<file path="src/rtl/uart_tx_frame_ctrl.sv">
// uart_tx_frame_ctrl
// ------------------
// UART transmit frame controller. Accepts one parallel word per handshake
// and serialises it as: start bit (0), DATA_WIDTH data bits LSB first,
// optional parity bit, stop bit (1). Clocked by the baud clock, so one
// clk cycle is one bit period.
//
// Ports:
//   clk         TX baud clock
//   rst         asynchronous reset, active high
//   p_data      parallel data word, sampled on the accept edge
//   data_valid  send request, honoured only while idle
//   par_en      1 = append parity bit, sampled on the accept edge
//   par_typ     0 = even, 1 = odd parity, sampled on the accept edge
//   tx_out      serial line, idles high (registered)
//   busy        high while a frame is on the line (registered)
//   tx_done     one-cycle pulse during the stop bit (registered)

module uart_tx_frame_ctrl #(
    parameter int DATA_WIDTH = 8
) (
    input  logic                  clk,
    input  logic                  rst,
    input  logic [DATA_WIDTH-1:0] p_data,
    input  logic                  data_valid,
    input  logic                  par_en,
    input  logic                  par_typ,
    output logic                  tx_out,
    output logic                  busy,
    output logic                  tx_done
);

    localparam int CNT_W = (DATA_WIDTH > 1) ? $clog2(DATA_WIDTH) : 1;
    localparam logic [CNT_W-1:0] LAST_BIT = CNT_W'(DATA_WIDTH - 1);

    typedef enum logic [2:0] {
        IDLE,
        START,
        DATA,
        PARITY,
        STOP
    } state_t;

    state_t                state_q,   state_d;
    logic [DATA_WIDTH-1:0] shift_q,   shift_d;
    logic [CNT_W-1:0]      cnt_q,     cnt_d;
    logic                  par_en_q,  par_en_d;
    logic                  par_bit_q, par_bit_d;
    logic                  tx_out_q,  tx_out_d;
    logic                  busy_q,    busy_d;
    logic                  done_q,    done_d;

    // Next-state and next-data logic. The line outputs are decoded from the
    // *next* state/data so they can be registered without adding a cycle of
    // latency: the start bit appears on the accept edge itself.
    always_comb begin
        state_d   = state_q;
        shift_d   = shift_q;
        cnt_d     = cnt_q;
        par_en_d  = par_en_q;
        par_bit_d = par_bit_q;

        unique case (state_q)
            IDLE: begin
                if (data_valid) begin
                    shift_d   = p_data;
                    par_en_d  = par_en;
                    par_bit_d = (^p_data) ^ par_typ;
                    cnt_d     = '0;
                    state_d   = START;
                end
            end
            START: state_d = DATA;
            DATA: begin
                // Shift only while leaving a data cycle, so on entry from
                // START bit 0 is still at the LSB.
                shift_d = shift_q >> 1;
                cnt_d   = cnt_q + CNT_W'(1);
                if (cnt_q == LAST_BIT)
                    state_d = par_en_q ? PARITY : STOP;
            end
            PARITY: state_d = STOP;
            STOP:   state_d = IDLE;
            default: state_d = IDLE;
        endcase
    end

    always_comb begin
        tx_out_d = 1'b1;
        unique case (state_d)
            START:   tx_out_d = 1'b0;
            DATA:    tx_out_d = shift_d[0];
            PARITY:  tx_out_d = par_bit_d;
            default: tx_out_d = 1'b1;
        endcase
        busy_d = (state_d != IDLE);
        done_d = (state_d == STOP);
    end

    always_ff @(posedge clk or posedge rst) begin
        if (rst) begin
            state_q   <= IDLE;
            shift_q   <= '0;
            cnt_q     <= '0;
            par_en_q  <= 1'b0;
            par_bit_q <= 1'b0;
            tx_out_q  <= 1'b1;
            busy_q    <= 1'b0;
            done_q    <= 1'b0;
        end else begin
            state_q   <= state_d;
            shift_q   <= shift_d;
            cnt_q     <= cnt_d;
            par_en_q  <= par_en_d;
            par_bit_q <= par_bit_d;
            tx_out_q  <= tx_out_d;
            busy_q    <= busy_d;
            done_q    <= done_d;
        end
    end

    assign tx_out  = tx_out_q;
    assign busy    = busy_q;
    assign tx_done = done_q;

endmodule

</file>
<file path="config.mk">
export PLATFORM = sky130hd
export DESIGN_NAME = uart_tx_frame_ctrl
export DESIGN_NICKNAME = d
export VERILOG_FILES = /design/src/rtl/uart_tx_frame_ctrl.sv
export SDC_FILE = /design/constraint.sdc
export NUM_CORES = 1
export LEC_CHECK = 0
export CAP_MARGIN = 40
export CORE_UTILIZATION = 51
export CTS_CLUSTER_SIZE = 16
export DETAILED_ROUTE_END_ITERATION = 8
export HOLD_SLACK_MARGIN = 0.05
export PLACE_DENSITY = 0.76
export SYNTH_ARGS = -nofsm -noshare
export SYNTH_HDL_FRONTEND = slang
export SYNTH_SLANG_ARGS = --single-unit
</file>
<file path="constraint.sdc">
create_clock -name clk -period 1.8 [get_ports clk]
set_clock_uncertainty 0.15 [all_clocks]
set_input_delay 0.18 -clock clk [delete_from_list [all_inputs] [get_ports clk]]
set_output_delay 0.18 -clock clk [all_outputs]
set_load 0.005 [all_outputs]
</file>
==> run metrics, run 1 <==
Yosys top cell by area dfrtp_1; Mapped Avg Cell Area 11.1 sq um; setup tns final 0 ns; FF-to-FF Start state_q[0]; power per cell area 1460 nW/um^2; Pleak 0.555 nW; vias in the first global route 660; Tot Pwr 0.00177 W; effective utilization at floorplan 0.555; Synth area leaders dfrtp_1 (47%), nand2_1 (5.0%), a22oi_1 (4.7%); # diodes 0; grt ovf 0; DIE HEIGHT 45.6 um; Critical Path AT 1.30 ns; CTS tree yes; CP required 1.47 ns; Vias/cell 5.13; clk buf depth 2; Yosys top cell area share 0.465; Total Nets Final 127; routed vias 697; final hold slack 0.292 ns; multi-input logic area 440 sq um; Clock Tree Root clkbuf_4; row count 15; worst reg-to-reg path cell count 4; die width 45.6 um; Worst path max stage delay 0.53 ns; First-pass DRT Iterations 4; DRC violations left 0; Post-Route WL 1700 um; critical path class register to primary output; largest net degree at the start of global routing 20; cts bufs inserted 3; RSZ-0062 raised after global routing no; commonest non-fill, non-tap cell in the layout dfrtp_1; detail-routed net length per standard cell 12.5 um; Cell variety after synth 31; total track usage 0.197; Startpoint Class register; crit-path cells clkdlybuf4s50_1; final worst path period share 0.906; Peak Freq 613 MHz; Critical path buffers and inverters 1; first-pass GRT wire length 2840 um; reg2reg setup slack 0.22 ns; maximum VDD drop 0.909 mV; HP Start par_en; Die Area 2080 sq um; Slew HR 0.739; DP HPWL 1280 um; CORE AREA 1750 sq um; fraction of layout cells with a size suffix above 1 0.189; endpoints failing hold 0; status complete, no violations; clk_lat worst skew 0.29 ns; CTS sink cnt 19; most frequent cells in the layout dfrtp_1 (18), clkdlybuf4s50_1 (15), nand2_1 (13); Port Buffers 15; slowest CP cell dfstp_2; FILL cells 136; Worst Hold End par_en_q; Slew Limit Fails 0; GPL Wtd Cong 0.808; EDFF count, synth 0; crit path time final 1.63 ns; Max Cap Viol 0; Synth Register Bits 19; sequential cell area 477 sq um; post-route antenna net violation count 0; num ports 16; hold depth 3; critical path endpoint category primary output; H-tree depth 1; async set-or-reset flop fraction in the synthesized netlist 1.00; Final setup viols 0; mapped cell area 968 sq um; design area 1210 sq um; Placement Cell Area 1180 sq um; Area growth, synth to finish 25.3%; Seq/Total Area, Yosys 0.492; critical path's top delay family flip-flops; Top FF cell, synth dfrtp_1; Iteration-0 DRC Markers 12; CTS clk-pin slew, worst paths 0.10 ns; worst min-delay path class input pin to register; crit path max fanout 1; Util after Layout 0.695; initial antenna violation count 0; Mapped Cells 87; R2R Path End cnt_q[0]; Synthesis Warnings 0; syn_nets 102; Least-Margin Pin Slew 0.392 ns
## worst max-delay path by stage
| stage | start | endpoint | slack, ns | cells past startpoint |
|---|---|---|---|---|
| 2_1_floorplan | state_q[0] | cnt_q[0] | 0.29 | 4 |
| 3_3_place_gp | p_data[0] | par_bit_q | -0.08 | 5 |
| 3_5_place_dp | p_data[0] | par_bit_q | -0.1 | 5 |
| 4_1_cts | tx_out | tx_out | 0.16 | 1 |
| 5_1_grt | tx_out | tx_out | 0.13 | 1 |
| 6_report | tx_out | tx_out | 0.17 | 1 |
## metal layers
layer / GRT usage / share of wire / wire length [um]
met2: 0.329 / 0.48 / 823
met1: 0.238 / 0.47 / 799
met5: 0 / 0 / 0
met3: 0.0357 / 0.038 / 65
met4: 0.109 / 0.0082 / 14
## what timing repair did
item                                   in CTS  in global routing
hold buffers                                1                  0
gates resized for setup                     0                  0
buffers inserted                            0                  0
endpoints found under the hold margin      18                  0
## cell families after synthesis
group / share of synthesized area
adders and majority gates: 0.0258
AOI/OAI and AO/OA: 0.123
buffers and inverters: 0.0530
and+or+nand+nor: 0.205
muxes: 0.0233
DFF: 0.492
xor gates and xnor gates: 0.0775
## cell usage after synthesis (all sizes together) (3+ instances only)
library cell	count
dfrtp	18
nand2	13
a22oi	6
buf	5
nor3b	5
xnor2	5
nor2	4
a21oi	3
a22o	3
inv	3
o21ai	3
## where the power goes
group | internal [W] | total, W | switching, W
clock | 0.0000863 | 0.000214 | 0.000128
sequential | 0.000622 | 0.000747 | 0.000124
combinational | 0.000433 | 0.000807 | 0.000374
## flip-flops by register name (all words and copies together), names as in the netlist
name	cells
busy	1
cnt_q	3
par_bit_q	1
par_en_q	1
shift_q	8
state_q	3
tx_done	1
tx_out	1
## final cells by class
cell class	instances	area share
Timing Repair Buffer	25	0.188
Tap cell	25	0.0258
Multi-Input combinational cell	60	0.363
Sequential cell	19	0.393
Clock buffer	4	0.0216
Inverter	3	0.00928
## per-stage QoR
stage,instances,setup slack (ns)
3_3_place_gp,131,-0.0822
3_5_place_dp,131,-0.0998
6_report,136,0.169
5_1_grt,136,0.129
2_1_floorplan,87,0.294
4_1_cts,136,0.157
Note: power is estimated with default switching activity, not from simulation.
==> inputs of run 2 (changes only) <==
==> constraint.sdc (replaced) <==
create_clock -name clk -period 1.7 [get_ports clk]
set_clock_uncertainty 0.15 [all_clocks]
set_input_delay 0.17 -clock clk [delete_from_list [all_inputs] [get_ports clk]]
set_output_delay 0.17 -clock clk [all_outputs]
set_load 0.005 [all_outputs]
==> run 2 against run 1 <==
Power up 6.9%. Via count down 1.1%. Sequential power up 8.2%. Clock-buffer cell count down 1. Critical path depth unchanged. Combinational power up 5.8%. Utilization up 0.072 points. Clock power up 7%. Highest routed layer unchanged.
==> run metrics, run 2 (synthesis gave the netlist of run 1 again) <==
status complete, no violations; FF-to-FF Start cnt_q[0]; Worst Hold End par_en_q; Max Cap Viol 0 (unchanged); first-pass GRT wire length 3010 um (+5.8%); setup tns final 0 ns (unchanged); DP HPWL 1420 um (+11%); Iteration-0 DRC Markers 8 (-4); effective utilization at floorplan 0.555 (unchanged); CP required 1.38 ns (-0.09 ns); final hold slack 0.289 ns (-0.00309 ns); Vias/cell 5.07 (-1.1%); Clock Tree Root clkbuf_4; slowest CP cell dfstp_2; critical path's top delay family flip-flops; maximum VDD drop 0.916 mV (+0.77%); row count 15 (unchanged); R2R Path End tx_out; postcts setup bufs 0 (unchanged); placed cell count 131 (unchanged); crit-path cells clkdlybuf4s50_1; HP Start par_en; num ports 16 (unchanged); worst min-delay path class input pin to register; FILL cells 151 (+11%); max reg flops 8 (unchanged); cts repair resizes 0 (unchanged); Startpoint Class register; post-route setup slack 0.0728 ns (-0.0963 ns); Critical path buffers and inverters 1 (unchanged); CTS clk-pin slew, worst paths 0.11 ns (about the same); clk_lat worst skew 0.29 ns (about the same); total track usage 0.206 (+0.00872); endpoints failing hold 0 (unchanged); DIE HEIGHT 45.6 um (unchanged); critical path endpoint category primary output; Slew HR 0.764 (+0.0257); CORE AREA 1750 sq um (unchanged); CTS sink cnt 19 (unchanged); H-tree depth 1 (unchanged); Post-Route WL 1800 um (+5.6%); hold depth 3 (unchanged); detail-routed net length per standard cell 13.2 um (+5.6%); largest net degree at the start of global routing 14 (-30%); top flop regs shift_q x8, cnt_q x3, state_q x3; cts bufs inserted 3 (unchanged); worst reg-to-reg path cell count 6 (+2); Top reg by flops shift_q; Critical Path AT 1.31 ns (about the same); post-route antenna net violation count 0 (unchanged); Die Area 2080 sq um (unchanged); Final setup viols 0 (unchanged); fraction of layout cells with a size suffix above 1 0.198 (+0.00901); final worst path period share 0.957; Area growth, synth to finish 25.5%; routed vias 689 (-1.1%); Slew Limit Fails 0 (unchanged); critical path class register to primary output; CTS tree yes; power per cell area 1560 nW/um^2 (+6.8%); initial antenna violation count 0 (unchanged); Critical Path Start tx_out; Pleak 0.558 nW (+0.41%); crit path max fanout 1 (unchanged); Peak Freq 615 MHz; GPL Wtd Cong 0.807 (about the same); grt ovf 0 (unchanged); Least-Margin Pin Slew 0.352 ns (-0.0396 ns); commonest non-fill, non-tap cell in the layout dfrtp_1; # diodes 0 (unchanged); Total Nets Final 127 (unchanged); crit path time final 1.63 ns; First-pass DRT Iterations 4 (unchanged); Worst path max stage delay 0.53 ns (about the same); vias in the first global route 689 (+4.4%); most frequent cells in the layout dfrtp_1 (18), clkdlybuf4s50_1 (15), nand2_1 (13); pre-CTS setup slack -0.230 ns (-0.130 ns); reg2reg setup slack 0.11 ns (-0.11 ns); DRC violations left 0 (unchanged); clk buf depth 2 (unchanged); Port Buffers 15 (unchanged); Non-Filler Instances 136 (unchanged); RSZ-0062 raised after global routing no; die width 45.6 um (unchanged)
==> run 2: changes by cell type in the layout (fill, tap and decap cells not counted), sizes merged <==
cell / before / now
clkbuf: 4 / 3
clkinv: 0 / 1
==> run 2: report_power, final <==
part	switching (W)	leakage (nW)	internal [W]
registers	0.000150	0.236	0.000659
logic	0.000389	0.304	0.000464
clock network	0.000140	0.0177	0.0000874
==> run 2: final cells by class <==
type                    instances  area, sq um  area share
flip-flops and latches         19          477       0.392
multi-input cells              60          440       0.363
repair buffers                 25          228       0.187
well taps                      25         31.3      0.0257
clock buffers                   3         22.5      0.0185
inverters                       3         11.3     0.00927
clock inverters                 1         5.00     0.00412
==> run 2: metrics by stage <==
step	instance area [sq um]	total power, W	util
floorplan	968	0.00140	-
global placement	1180	0.00163	0.675
detailed placement	1180	0.00167	0.675
CTS	1210	0.00191	0.696
global route	1210	0.00203	0.696
finish	1210	0.00189	0.696
==> run 2: timing repair <==
item	CTS	global route
hold buffers	1	0
hold endpoints to repair	6	0
endpoints found under the setup margin	0	2
==> run 2: worst max path at each step <==
| stage | endpoint | depth (start not counted) | slack (ns) |
|---|---|---|---|
| after floorplan | cnt_q[0] | 4 | 0.19 |
| after global placement | par_bit_q | 5 | -0.17 |
| after detailed placement | par_bit_q | 5 | -0.23 |
| after CTS | tx_out | 1 | 0.06 |
| after global routing | shift_q[4] | 5 | 0.003 |
| final | tx_out | 1 | 0.07 |
==> run 2: per-layer routing <==
layer / track usage / routed length, um / vias up
li1: - / - / 346
met1: 0.242 / 790 / 328
met2: 0.380 / 940 / 13
met3: 0.0238 / 56 / 2
met4: 0.0727 / 12 / 0
met5: 0 / 0 / -
